--- src/rtl/capture_pkg.sv ---
// Shared constants and state encoding for the ADC capture writer and dump reader.
package capture_pkg;

  localparam int CAP_ADDR_W = 9;
  localparam int CAP_DEPTH  = 1 << CAP_ADDR_W;
  localparam int CAP_NUM_CH = 3;
  localparam int CAP_DATA_W = 8;

  localparam logic [7:0] HDR_SYNC = 8'hA5;

  typedef enum logic [2:0] {
    IDLE,
    RD,
    LAT,
    XMIT,
    FIN,
    HDR
  } dump_state_t;

endpackage

--- src/rtl/capture_dump_addr_gen.sv ---
// Read pointer and sample counter for the capture dump; the pointer wraps at
// the RAM depth so a dump starting past the newest sample walks oldest-first.
module dump_addr_gen
  import capture_pkg::*;
#(
  parameter int ADDR_W = CAP_ADDR_W
) (
  input  logic              clk,
  input  logic              rst_n,
  input  logic              load,
  input  logic [ADDR_W-1:0] start_addr,
  input  logic              advance,
  output logic [ADDR_W-1:0] rd_ptr,
  output logic              done
);

  logic [ADDR_W:0] cnt;

  always_ff @(posedge clk or negedge rst_n) begin
    if (!rst_n) begin
      rd_ptr <= '0;
      cnt    <= '0;
    end else if (load) begin
      rd_ptr <= start_addr + ADDR_W'(1);
      cnt    <= '0;
    end else if (advance) begin
      rd_ptr <= rd_ptr + ADDR_W'(1);
      cnt    <= cnt + (ADDR_W + 1)'(1);
    end
  end

  // High while the sample being sent is the last of the full buffer.
  assign done = (cnt == (ADDR_W + 1)'((1 << ADDR_W) - 1));

endmodule

--- src/rtl/capture_dump.sv ---
// Streams one channel's circular capture RAM to the host transmitter, oldest
// sample first. Build with CAPTURE_DUMP_HEADER_EN to prefix a 2-byte header.
//
// state | meaning
// IDLE  | waiting for a dump command
// HDR   | presenting a header byte (sync, then channel)
// RD    | read strobe to the selected RAM
// LAT   | RAM data returning, loaded into tx_data
// XMIT  | byte offered to the transmitter until accepted
// FIN   | one-cycle dump_fin pulse
module capture_dump
  import capture_pkg::*;
#(
  parameter int ADDR_W = CAP_ADDR_W,
  parameter int DATA_W = CAP_DATA_W,
  parameter int NUM_CH = CAP_NUM_CH
) (
  input  logic              clk,
  input  logic              rst_n,
  input  logic              dump,
  input  logic [1:0]        ch_sel,
  input  logic [ADDR_W-1:0] trace_end,
  output logic [ADDR_W-1:0] ram_addr,
  output logic [NUM_CH-1:0] ram_en,
  input  logic [DATA_W-1:0] ram_rdata0,
  input  logic [DATA_W-1:0] ram_rdata1,
  input  logic [DATA_W-1:0] ram_rdata2,
  output logic [DATA_W-1:0] tx_data,
  output logic              tx_valid,
  input  logic              tx_ready,
  output logic              dumping,
  output logic              dump_fin
);

  dump_state_t       state, state_nxt;
  logic [1:0]        ch_q;
  logic [ADDR_W-1:0] rd_ptr;
  logic [DATA_W-1:0] rdata_sel;
  logic [NUM_CH-1:0] ch_onehot;
  logic              load, advance, done, ch_sel_ok;

  assign load      = (state == IDLE) && dump;
  assign advance   = (state == XMIT) && tx_ready;
  assign ch_sel_ok = int'(ch_sel) < NUM_CH;
  assign ch_onehot = NUM_CH'(1) << ch_q;

  dump_addr_gen #(.ADDR_W(ADDR_W)) u_addr_gen (
    .clk        (clk),
    .rst_n      (rst_n),
    .load       (load),
    .start_addr (trace_end),
    .advance    (advance),
    .rd_ptr     (rd_ptr),
    .done       (done)
  );

`ifdef CAPTURE_DUMP_HEADER_EN
  logic hdr_idx;
  logic ch_ok;

  assign ch_ok = int'(ch_q) < NUM_CH;

  always_ff @(posedge clk or negedge rst_n) begin
    if (!rst_n)
      hdr_idx <= 1'b0;
    else if (load)
      hdr_idx <= 1'b0;
    else if (state == HDR && tx_ready)
      hdr_idx <= 1'b1;
  end
`endif

  always_ff @(posedge clk or negedge rst_n) begin
    if (!rst_n)
      state <= IDLE;
    else
      state <= state_nxt;
  end

  always_comb begin
    state_nxt = state;
    case (state)
      IDLE: begin
        if (dump) begin
`ifdef CAPTURE_DUMP_HEADER_EN
          state_nxt = HDR;
`else
          state_nxt = ch_sel_ok ? RD : FIN;
`endif
        end
      end
`ifdef CAPTURE_DUMP_HEADER_EN
      HDR:     if (tx_ready && hdr_idx) state_nxt = ch_ok ? RD : FIN;
`endif
      RD:      state_nxt = LAT;
      LAT:     state_nxt = XMIT;
      XMIT:    if (tx_ready) state_nxt = done ? FIN : RD;
      FIN:     state_nxt = IDLE;
      default: state_nxt = IDLE;
    endcase
  end

  always_comb begin
    rdata_sel = '0;
    case (ch_q)
      2'd0:    rdata_sel = ram_rdata0;
      2'd1:    rdata_sel = ram_rdata1;
      2'd2:    rdata_sel = ram_rdata2;
      default: rdata_sel = '0;
    endcase
  end

  // tx_data only changes outside an offered byte, so it is stable while valid.
  always_ff @(posedge clk or negedge rst_n) begin
    if (!rst_n) begin
      ch_q    <= '0;
      tx_data <= '0;
    end else begin
      if (load) begin
        ch_q <= ch_sel;
`ifdef CAPTURE_DUMP_HEADER_EN
        tx_data <= DATA_W'(HDR_SYNC);
`endif
      end
`ifdef CAPTURE_DUMP_HEADER_EN
      if (state == HDR && tx_ready && !hdr_idx)
        tx_data <= DATA_W'(ch_q);
`endif
      if (state == LAT)
        tx_data <= rdata_sel;
    end
  end

  assign ram_addr = rd_ptr;
  assign ram_en   = (state == RD) ? ch_onehot : '0;
  assign tx_valid = (state == XMIT) || (state == HDR);
  assign dumping  = (state != IDLE);
  assign dump_fin = (state == FIN);

endmodule

--- config.mk ---
export PLATFORM = sky130hd
export DESIGN_NAME = capture_dump
export DESIGN_NICKNAME = d
export VERILOG_FILES = /design/src/rtl/capture_pkg.sv /design/src/rtl/capture_dump_addr_gen.sv /design/src/rtl/capture_dump.sv
export SDC_FILE = /design/constraint.sdc
export NUM_CORES = 1
export LEC_CHECK = 0
export BUFFER_PORTS_ARGS = -buffer_cell sky130_fd_sc_hd__clkbuf_2
export CORE_MARGIN = 8
export CORE_UTILIZATION = 51
export DETAILED_ROUTE_END_ITERATION = 12
export PLACE_DENSITY_LB_ADDON = 0.1
export SLEW_MARGIN = 10
export SYNTH_ARGS = -nofsm -noshare
export SYNTH_HDL_FRONTEND = slang
export SYNTH_HIERARCHICAL = 1
export SYNTH_SLANG_ARGS = --single-unit
--- constraint.sdc ---
create_clock -name clk -period 2.95 [get_ports clk]
set_input_delay 0.1475 -clock clk [delete_from_list [all_inputs] [get_ports clk]]
set_output_delay 0.1475 -clock clk [all_outputs]
set_load 0.02 [all_outputs]
Yosys cells after proc, flatten, opt, wreduce, memory -nomap -nowiden
Index checks and enable logic that the tools add are counted.

storage, ports and cells
  flip-flop bits (word level) = 32
  input bits = 39
  logic and storage cells = 39

cells by class
  add/subtract/negate cells = 3
  magnitude comparators = 1
  equal/unequal tests = 10
  shift operators = 1
  muxes and demuxes = 11
  reduce and logical (&&, ||, !) cells = 8

operator list
  cell                   count
  $pmux 8 s3             1
  $mux 10                2
  $add 9x1->9 const B    2
  $mux 9                 2
  $mux 3                 5
  $pmux 3 s4             1
  $add 10x1->10 const B  1
  $eq 10x9->1 const B    1
  $eq 3x2->1 const B     2
  $eq 3x3->1 const B     2
  $ne 2x2->1 const B     2
  $eq 3x1->1 const B     1
  $logic_not 3->1        1
  $reduce_bool 3->1      1
  $shl 1x2->3 const A    1
  $eq 2x1->1 const B     1
  $eq 2x2->1 const B     1
  $logic_and 1x1->1      2
  $logic_not 2->1        1
  $lt 2x2->1 const B     1
  $reduce_and 2->1       1
  $reduce_bool 2->1      1
  $logic_or 1x1->1       1

Depth between registers and ports, before layout
Gate-level depths: netlist of the first run.

  depth in word-level cells = 4
  mapped depth = 11
  mapped depth without buffers = 8

By module
The synthesis of the first run kept the hierarchy.

modules (own cells, without submodules)
  module         instances  cells each  area each (µm²)
  dump_addr_gen  1          128         1201.2
  capture_dump   1          86          808.3

Least setup slack after synthesis of the first run
OpenSTA, ideal clock, no wires.

  kind = register to register
  start = register state[0]
  end = register u_addr_gen.rd_ptr[8]
  library setup time = 0.068 ns
  arrival time = 2.621 ns
  setup slack = 0.261 ns
  cell stages (with the launch flop) = 12
  path buffers = 3
  period minus slack after synthesis = 2.689 ns
  cell sequence = dfrtp_1 buf_6 or3_4 nor2_4 buf_6 buf_4 mux2_2 ha_1 nand4_2 a222oi_1 mux2_1 nand3_1

between the ends
  word-level cells in the longest chain between the ends = 3
  elaborated cells between the ends (all ways) = 6
  those cells by class = 1 x eq/ne; 1 x mux; 4 x reduce/logical

RTL lines
  element                                      line                         text
  start: declaration                           capture_dump.sv:35           dump_state_t state, state_nxt;
  start signal: assignment                     capture_dump.sv:77           state <= state_nxt;
  $logic_not 3->1 (*)                          capture_dump.sv:42           assign load = (state == IDLE) && dump;
  $logic_and 1x1->1 (*)                        capture_dump.sv:42
  via load                                     capture_dump.sv:40           logic load, advance, done, ch_sel_ok;
  $mux 9 or $reduce_bool 2->1 (tied branches)  n/a
  end signal: assignment                       capture_dump_addr_gen.sv:24  rd_ptr <= start_addr + ADDR_W'(1);
  end signal: assignment                       capture_dump_addr_gen.sv:27  rd_ptr <= rd_ptr + ADDR_W'(1);
  end: declaration                             capture_dump_addr_gen.sv:13  output logic [ADDR_W-1:0] rd_ptr,

The timed path passes the listed nets; every way through them passes the cells marked *.
A chain may end at the register's enable or synchronous reset.

Final worst setup path of the first run
  start = register state[1]
  end = register u_addr_gen.rd_ptr[8]

The elaborated chain is that of the path after synthesis.

==> out/summary.txt, run 1 <==
VDD IR-drop max - 0.511 mV
largest net degree at the start of global routing - 33
Setup Viol. Count Final - 0
slowest cell on the critical path - a222oi_1
worst endpoint data arrival time - 2800 ps
Commonest cells post-synth - dfrtp_1, nor2_1, nand2_1
WL met3 - 426 um
die width - 78.8 um
Setup CP Type - reg2reg
core area - 3880 um2
drt wl/cell - 14.6 um
H-tree depth - 2
LEAKAGE - 1.12 nW
drt first pass iters - 4
row cnt - 23
synthesized cell area - 2010 um2
Fill cells - 352
Nets - 317
Final ANT Viol Nets - 0
post-synth net total - 255
Design Power - 2.33 mW
most common cell in the synthesized netlist - dfrtp_1
placed inst area - 2330 um2
post-synthesis sequential area ratio - 39.9%
Layout area overhead - 21.4%
Main synth FF type - dfrtp_1
HP Start - ram_rdata2[6]
area leader, netlist - dfrtp_1
via count - 1,747
period utilization - 87.4%
crit path from - state[1]
highest routed layer - met4
share of layout cells above drive strength 1 - 33.3%
Yosys reg bits - 32
total track usage - 16.0%
footprint of the multi-input gates - 1100 um2
Synth top area share - 39.9%
design area - 2440 um2
overall routed net length - 4770 um
Port Buffer Count - 61
Mapped Cells - 214
fin crit period - 2580 ps
Buffers & Inverters on Critical Path - 0
cell family with most CP delay - simple AND/OR/NAND/NOR gates
DRC - 0
sequential cell area - 801 um2
Ant. Diodes - 0
worst hold path type - in2reg
CP cell instances - or3_4 -> nor2_4 -> mux2_2 -> ha_1 -> nand4_2 -> a222oi_1 -> mux2_1 -> nand3_1
Max Freq - 0.388 GHz
status - finished clean
Max stage delay on crit path - 430 ps
via/cell ratio - 5.36
CTS buffer count - 5
DP Wirelength - 3630 um
number of global-route vias before repair - 1,813
# resized after CTS - 0
Setup TNS - 0 ps
Rel. slew slack - 47.4%
Max Cap Violations - 0
CTS root buf - clkbuf_8
Max FO, Critical Path - 7
first-pass GRT wire length - 8250 um
clock skew - 8.80 ps
initial core utilization - 51.7%
M1 WL - 2060 um
synth top area cells - dfrtp_1, xnor2_1, mux2i_1
worst-skew pair later-pin latency - 280 ps
routed wl met2 - 2250 um
RSZ-0062 raised after global routing - false
Slew Viols, Final - 0
r2r startpoint - state[1]
Slew @ Worst Pin - 789 ps
count of cell types in the netlist - 46
P per Cell Area - 953 nW/um2
final RePlAce weighted congestion - 0.871
mean area per synthesized cell - 9.39 um2
asr flop ratio synth - 100%
initial DRC count - 60
global route total overflow - 0
antenna violations before repair - 0
I/O pins - 62
Post-synth EDFFs - 0
warnings from Yosys - 6
final hold vios - 0
clk sinks - 32
clk slew on worst S/H paths - 70 ps
Die H - 78.8 um
endpoint type of the worst setup path - flip-flop
TritonCTS clock tree - built
Worst Path Required - 3170 ps
die area - 6200 um2
CP startpoint kind - flip-flop
Clock Path Buffers - 2
metrics by stage:
step | worst slack, ps | hold slack (ps) | utilization (%) | std cells
after floorplan | 261 | -148 | - | 214
after global placement | 555 | 280 | 60.1 | 318
after detailed placement | 429 | 279 | 60.1 | 318
after CTS | 411 | 104 | 62.8 | 326
after global routing | 288 | 111 | 62.8 | 326
final | 372 | 108 | 62.8 | 326
power by group:
part	internal, mW	switching (mW)
Sequential	0.622	0.206
Combinational	0.493	0.642
Clock	0.208	0.155
Total	1.32	1.00
path summary, 6_finish.rpt:
check	endpoint	slack, ps	cells past startpoint
min in group asynchronous	tx_data[3]	480	2
setup / recovery	u_addr_gen/rd_ptr[8]	370	8
hold reg to reg	tx_data[3]	550	2
max in group asynchronous	u_addr_gen/rd_ptr[1]	1960	2
setup reg to reg	u_addr_gen/rd_ptr[8]	370	8
hold / removal	tx_data[6]	110	3
cells by family (layout without fill, tap and decap cells):
group | Yosys count | in the layout | share of synthesized area (%)
simple gates | 93 | 93 | 25.5
flops | 32 | 32 | 39.9
compound gates | 30 | 30 | 9.90
xor+xnor | 20 | 20 | 8.72
buf+inv | 20 | 82 | 5.54
mux | 17 | 17 | 9.22
fa+ha+maj | 2 | 2 | 1.25
state kept, by name, summed over array words and instances, names as in the netlist:
register / flops
state: 3
u_addr_gen/cnt: 10
tx_data: 8
u_addr_gen/rd_ptr: 9
ch_q: 2
worst min-delay path, cell delays in order:
cell	delay, ps
clkbuf_2	80
nand2_1	50
a31oi_1	80
placed cells by master, fill, tap and decap left out, drive strengths merged, types with 3 or more instances in the layout:
master,instances
nor2,27
dfrtp,32
nor3,5
xnor2,14
a21oi,8
mux2i,11
nand4,7
buf,5
or2,8
a31oi,9
clkbuf,68
mux2,6
or3,3
nor3b,3
nand3,8
xor2,6
inv,8
nand2,22
routing by layer:
metal / track usage [%] / vias to the layer above
li1: - / 872
met1: 18.5 / 808
met2: 27.7 / 63
met3: 5.30 / 4
met4: 3.89 / 0
met5: 0 / -
repair_timing:
item / in CTS / in global routing
buffers inserted: 0 / 0
hold buffers: 1 / 0
endpoints found under the hold margin: 32 / 0
cell type report:
| class | count | share of cell area, % |
|---|---|---|
| repair buffers | 67 | 14.5 |
| well taps | 50 | 2.56 |
| inverters | 8 | 1.23 |
| multi-input cells | 162 | 45.0 |
| clock buffers | 7 | 3.95 |
| flip-flops and latches | 32 | 32.8 |
(Power assumes the default switching activity.)
==> run 2, diff against run 1 <==
Settings changed: CORE_MARGIN 8 to unset.
==> run 2 against run 1 <==
  * Wire length down 9.5%
  * Sequential cell count unchanged
  * Utilization increased by 3.4 points
  * Die area shrank 32%
  * Worst hold slack got worse by 24 ps
  * Via count is 1.8% higher
  * Setup slack lost 140 ps
  * Cell count decreased by 0.61%
  * Final area up 0.82%
  * Fmax down 5.0%
  * Critical endpoint unchanged
  * Largest power group unchanged
  * Highest routed layer unchanged
==> out/summary.txt, run 2 (synthesis gave the netlist of run 1 again) <==
initial DRC count - 93 (+55%)
clk slew on worst S/H paths - 70 ps (about the same)
hold path endpoint - u_addr_gen/rd_ptr[0]
I/O pins - 62 (unchanged)
Finished Layout Cells - 324 (-0.61%)
via/cell ratio - 5.49 (+2.5%)
die area - 4200 um2 (-32%)
TritonCTS clock tree - built
# hold bufs at CTS - 1 (unchanged)
Sw Share - 41.6% (-1.5 points)
routed wl met2 - 2190 um (-2.8%)
row cnt - 22 (-4.3%)
highest routed layer - met4
worst endpoint data arrival time - 2940 ps (+140 ps)
number of global-route vias before repair - 1,650 (-9.0%)
CP startpoint kind - flip-flop
LEAKAGE - 1.13 nW (+0.86%)
Largest Register - u_addr_gen/cnt
Final ANT Viol Nets - 0 (unchanged)
clk sinks - 32 (unchanged)
initial core utilization - 54.1% (+2.4 points)
drt first pass iters - 4 (unchanged)
drt wl/cell - 13.3 um (-9.0%)
die width - 64.8 um (-18%)
biggest registers after layout - u_addr_gen/cnt: 10 flops, u_addr_gen/rd_ptr: 9 flops, tx_data: 8 flops
Setup Viol. Count Final - 0 (unchanged)
via count - 1,779 (+1.8%)
Setup CP Type - reg2reg
WL met3 - 190 um (-55%)
Max Freq - 0.368 GHz (-5.0%)
clock power share - 19.2% (+3.6 points)
Placed Cells - 315 (-0.94%)
Hold Path Stages - 2 (-1)
status - finished clean
most common cell after layout, fill and taps aside - clkbuf_2
number of flip-flops in the largest register - 10 (unchanged)
worst hold path type - in2reg
VDD IR-drop max - 0.512 mV (+0.13%)
CTS buffer count - 5 (unchanged)
global route total overflow - 0 (unchanged)
Nets - 316 (-0.32%)
P per Cell Area - 978 nW/um2 (+2.6%)
fin crit period - 2710 ps (+136 ps)
CTS root buf - clkbuf_8
Rel. slew slack - 47.9% (+0.56 points)
total track usage - 22.8% (+6.9 points)
Slew @ Worst Pin - 781 ps (-8.39 ps)
largest net degree at the start of global routing - 33 (unchanged)
sequential cell fraction of total power - 35.2% (-0.4 points)
internal power - 1.40 mW (+6.1%)
Fill cells - 314 (-11%)
first-pass GRT wire length - 7290 um (-12%)
Clock Path Buffers - 2 (unchanged)
share of layout cells above drive strength 1 - 33.3% (unchanged)
Worst Path Required - 3170 ps (about the same)
Ant. Diodes - 0 (unchanged)
clock skew - 6.76 ps (-2.03 ps)
DP Wirelength - 3140 um (-14%)
core area - 3720 um2 (-4.3%)
Setup TNS - 0 ps (unchanged)
r2r startpoint - state[0]
most frequent cells in the layout - clkbuf_2, dfrtp_1, nor2_1
# resized after CTS - 0 (unchanged)
antenna violations before repair - 0 (unchanged)
final RePlAce weighted congestion - 0.875 (+0.40%)
HP Start - trace_end[0]
FF-to-FF path depth - 8 (unchanged)
Slew Viols, Final - 0 (unchanged)
Port Buffer Count - 61 (unchanged)
Worst R2R End - u_addr_gen/rd_ptr[8]
overall routed net length - 4320 um (-9.5%)
DRC - 0 (unchanged)
endpoint type of the worst setup path - flip-flop
Max FO, Critical Path - 11 (+4)
final hold vios - 0 (unchanged)
switching power - 1.00 mW (-0.21%)
worst-skew pair later-pin latency - 280 ps (about the same)
Die H - 64.8 um (-18%)
H-tree depth - 2 (unchanged)
setup bufs post-CTS - 0 (unchanged)
M1 WL - 1880 um (-8.8%)
Comb pwr share - 45.6% (-3.2 points)
Layout area overhead - 22.4%
register-to-register setup slack - 240 ps (-140 ps)
RSZ-0062 raised after global routing - false
period utilization - 92.0% (+4.6 points)
Max Cap Violations - 0 (unchanged)
[run 2: cell count changes in the layout (fill, tap and decap cells not counted)]
cell       before  now
buf_4           5    4
bufinv_16       0    1
[run 2: power groups by stage]
stage / clock network [mW] / logic, mW / registers, mW
2_1_floorplan: 0 / 0.758 / 0.914
3_3_place_gp: 0 / 1.09 / 0.849
3_5_place_dp: 0 / 1.10 / 0.857
4_1_cts: 0.472 / 1.11 / 0.848
5_1_grt: 0.485 / 1.22 / 0.880
6_report: 0.461 / 1.10 / 0.847
[run 2: stage by stage]
| stage | cell area [um2] | hold WS, ps | power, mW | setup WS, ps | utilization, % |
|---|---|---|---|---|---|
| 3_3_place_gp | 2320 | 267 | 1.94 | 360 | 62.5 |
| 2_1_floorplan | 2010 | -148 | 1.67 | 261 | - |
| 4_1_cts | 2460 | 81.7 | 2.43 | 209 | 66.2 |
| 5_1_grt | 2460 | 103 | 2.58 | 45.4 | 66.2 |
| 3_5_place_dp | 2320 | 273 | 1.96 | 223 | 62.5 |
| 6_report | 2460 | 84.4 | 2.41 | 236 | 66.2 |
[run 2: how the worst max path moves through the flow]
stage	from	to	slack, ps	cells past startpoint
final	state[0]	u_addr_gen/rd_ptr[8]	240	8
after detailed placement	state[0]	u_addr_gen/rd_ptr[8]	220	8
after global placement	state[0]	u_addr_gen/rd_ptr[8]	360	8
after global routing	state[0]	u_addr_gen/rd_ptr[8]	50	8
after CTS	state[0]	u_addr_gen/rd_ptr[8]	210	8
after floorplan	state[0]	u_addr_gen/rd_ptr[8]	260	11
[run 2: area by class of cell]
type                       instances  area (um2)  area share (%)
clock buffer                       7        96.3            3.92
clock inverter                     1        30.0            1.22
inverter                           8        30.0            1.22
multi-input combinational        162        1100            44.6
sequential                        32         801            32.6
tap                               48        60.1            2.44
timing repair buffer              66         345            14.0
[run 2: per-layer routing]
layer  track usage [%]  vias up
met2              39.8       56
li1                  -      873
met4              7.50        0
met3              4.93        8
met5                 0        -
met1              27.6      842
[run 2: critical path, stage by stage, from the launching register on]
cell,delay [ps]
dfrtp_1,490
or3_4,430
nor2_4,230
mux2_2,210
ha_1,280
nand4_2,190
a222oi_1,380
mux2_1,370
nand3_1,80
==> run 3, diff against run 2 <==
Settings changed: SYNTH_HIERARCHICAL 1 to unset.
==> run 3 against run 2 <==
  * Clock skew down 1.0 ps
  * Utilization grew 0.69 points
  * Sequential power shrank 2%
  * Cell count fell by 4.9%
  * Critical path depth stayed put
  * Sequential cell count is the same
  * Synthesized cell count is 5.6% lower
  * Total power down 11%
  * Largest power group unchanged
==> out/summary.txt, run 3 <==
Nets - 302 (-4.4%)
CP most frequent cell - mux2_2
most common cell in the synthesized netlist - dfrtp_1
# resized after CTS - 0 (unchanged)
VDD IR-drop max - 0.458 mV (-11%)
Mapped Cells - 202 (-5.6%)
share of layout cells above drive strength 1 - 31.7% (-1.7 points)
Worst path depth - 8 (unchanged)
clk sinks - 32 (unchanged)
DP Wirelength - 3050 um (-2.8%)
worst endpoint data arrival time - 2690 ps (-250 ps)
Critical Path End - u_addr_gen.rd_ptr[8]
post-synthesis sequential area ratio - 41.8% (+1.9 points)
Slew Viols, Final - 0 (unchanged)
area leader, netlist - dfrtp_1
endpoint type of the worst setup path - flip-flop
Max Cap Violations - 0 (unchanged)
Largest Register - u_addr_gen.cnt
final RePlAce weighted congestion - 0.814 (-7.0%)
worst hold slack - 100 ps (+15.7 ps)
most frequent cells in the layout - clkbuf_2, dfrtp_1, nor2_1
clk slew on worst S/H paths - 70 ps (about the same)
synth top area cells - dfrtp_1, mux2i_1, xnor2_1
Commonest cells post-synth - dfrtp_1, nor2_1, a21oi_1
CP cell instances - or3_4 -> nor2_8 -> mux2_2 -> ha_1 -> and2_1 -> nand4_1 -> xnor2_1 -> mux2_2
CTS buffer count - 5 (unchanged)
slowest cell on the critical path - dfrtp_1
via count - 1,642 (-7.7%)
row cnt - 21 (-4.5%)
worst hold path type - in2reg
r2r startpoint - state[0]
CP startpoint kind - flip-flop
drt wl/cell - 13.1 um (-1.4%)
Yosys reg bits - 32 (unchanged)
Port Buffer Count - 61 (unchanged)
placed inst area - 2220 um2 (-4.6%)
I/O pins - 62 (unchanged)
Finished Layout Cells - 308 (-4.9%)
H-tree depth - 2 (unchanged)
Design Power - 2.14 mW (-11%)
total track usage - 22.1% (-0.74 points)
antenna violations before repair - 0 (unchanged)
Clock Path Buffers - 2 (unchanged)
Ant. Diodes - 0 (unchanged)
Setup TNS - 0 ps (unchanged)
Final WS setup - 429 ps (+193 ps)
TritonCTS clock tree - built
largest net degree at the start of global routing - 33 (unchanged)
pre-CTS setup slack - 442 ps (+219 ps)
RSZ-0062 raised after global routing - false
Final ANT Viol Nets - 0 (unchanged)
initial DRC count - 74 (-20%)
mean area per synthesized cell - 9.49 um2 (+1.1%)
cell family with most CP delay - simple AND/OR/NAND/NOR gates
status - finished clean
number of global-route vias before repair - 1,454 (-12%)
worst-skew pair later-pin latency - 280 ps (about the same)
warnings from Yosys - 0 (-6)
count of cell types in the netlist - 38 (-17%)
initial core utilization - 55.3% (+1.2 points)
Placed Cells - 299 (-5.1%)
core area - 3470 um2 (-6.7%)
first-pass GRT wire length - 6870 um (-5.7%)
final hold vios - 0 (unchanged)
Main synth FF type - dfrtp_1
Rel. slew slack - 42.6% (-5.3 points)
die area - 4010 um2 (-4.5%)
Max Freq - 0.397 GHz (+7.7%)
LEAKAGE - 1.07 nW (-5.0%)
asr flop ratio synth - 100% (unchanged)
clock skew - 5.76 ps (-0.998 ps)
number of flip-flops in the largest register - 10 (unchanged)
via/cell ratio - 5.33 (-2.9%)
post-synth net total - 243 (-4.7%)
period utilization - 85.5% (-6.6 points)
final core utilization - 66.9% (+0.69 points)
overall routed net length - 4050 um (-6.2%)
Setup Viol. Count Final - 0 (unchanged)
fin crit period - 2520 ps (-193 ps)
die width - 63.3 um (-2.3%)
most common cell after layout, fill and taps aside - clkbuf_2
design area - 2320 um2 (-5.7%)
DRC - 0 (unchanged)
Max FO, Critical Path - 13 (+2)
CTS root buf - clkbuf_8
P per Cell Area - 924 nW/um2 (-5.5%)
Worst R2R End - u_addr_gen.rd_ptr[8]
drt first pass iters - 4 (unchanged)
biggest registers after layout - u_addr_gen.cnt: 10 flops, u_addr_gen.rd_ptr: 9 flops, tx_data: 8 flops
Post-synth EDFFs - 0 (unchanged)
Buffers & Inverters on Critical Path - 0 (unchanged)
Worst Path Required - 3120 ps (-50 ps)
Die H - 63.3 um (-2.3%)
Max stage delay on crit path - 500 ps (about the same)
synthesized cell area - 1920 um2 (-4.6%)
crit path from - state[0]
register-to-register setup slack - 430 ps (+190 ps)
Synth top area share - 41.8% (+1.9 points)
FF-to-FF path depth - 8 (unchanged)
global route total overflow - 0 (unchanged)
Slew @ Worst Pin - 856 ps (+75.2 ps)
Layout area overhead - 21.0%
Setup CP Type - reg2reg
[run 3: cell types whose count changed after synthesis, sizes merged, moves of 3 or more]
cell   before  now
a21oi       8   20
a31oi       9    0
and2        0    5
inv         8    3
nand2      22   13
o21ai       2    6
or2         8    0
xnor2      14   11
xor2        6   11
[run 3: worst min path at each step]
stage	slack, ps	endpoint	startpoint	depth (start not counted)
after global placement	270	u_addr_gen.rd_ptr[5]	rst_n	1
after CTS	100	u_addr_gen.rd_ptr[0]	trace_end[0]	2
final	100	u_addr_gen.rd_ptr[0]	trace_end[0]	2
after global routing	110	u_addr_gen.rd_ptr[0]	trace_end[0]	2
after floorplan	-150	ch_q[0]	rst_n	0
after detailed placement	270	u_addr_gen.rd_ptr[5]	rst_n	1
[run 3: cells by family after synthesis]
logic type      share of synthesized area, %
fa+ha+maj                               1.31
mux                                     9.53
xor+xnor                                10.1
flops                                   41.8
compound gates                          8.23
buf+inv                                 4.24
simple gates                            24.9
[run 3: metal layers]
layer / vias up / wire [um] / global-route usage [%] / part of all wire [%]
li1: 824 / - / - / -
met1: 760 / 1970 / 29.7 / 49
met2: 53 / 1750 / 34.0 / 43
met3: 5 / 261 / 5.07 / 6.4
met4: 0 / 63 / 9.38 / 1.6
met5: - / 0 / 0 / 0
[run 3: power by group]
part | total [mW] | internal (mW) | switching, mW | leakage, nW
Clock | 0.346 | 0.186 | 0.160 | 0.0510
Sequential | 0.829 | 0.609 | 0.220 | 0.390
Combinational | 0.968 | 0.415 | 0.554 | 0.634
[run 3: area by class of cell]
class	instances	area, um2
clock buffers	6	82.6
fillers	311	1150
repair buffers	63	323
well taps	46	57.6
multi-input cells	156	1030
clock inverters	2	10.0
inverters	3	11.3
flip-flops and latches	32	801
[run 3: worst reg2reg max path: stages (launching register included)]
cell     delay (ps)
dfrtp_1         500
or3_4           450
nor2_8          210
mux2_2          370
ha_1            290
and2_1          170
nand4_1          90
xnor2_1          70
mux2_2          250
[run 3: timing repair]
action	4_1_cts	5_1_grt
endpoints found under the setup margin	0	0
hold endpoints to repair	32	0
setup buffers	0	0
hold buffers	1	0
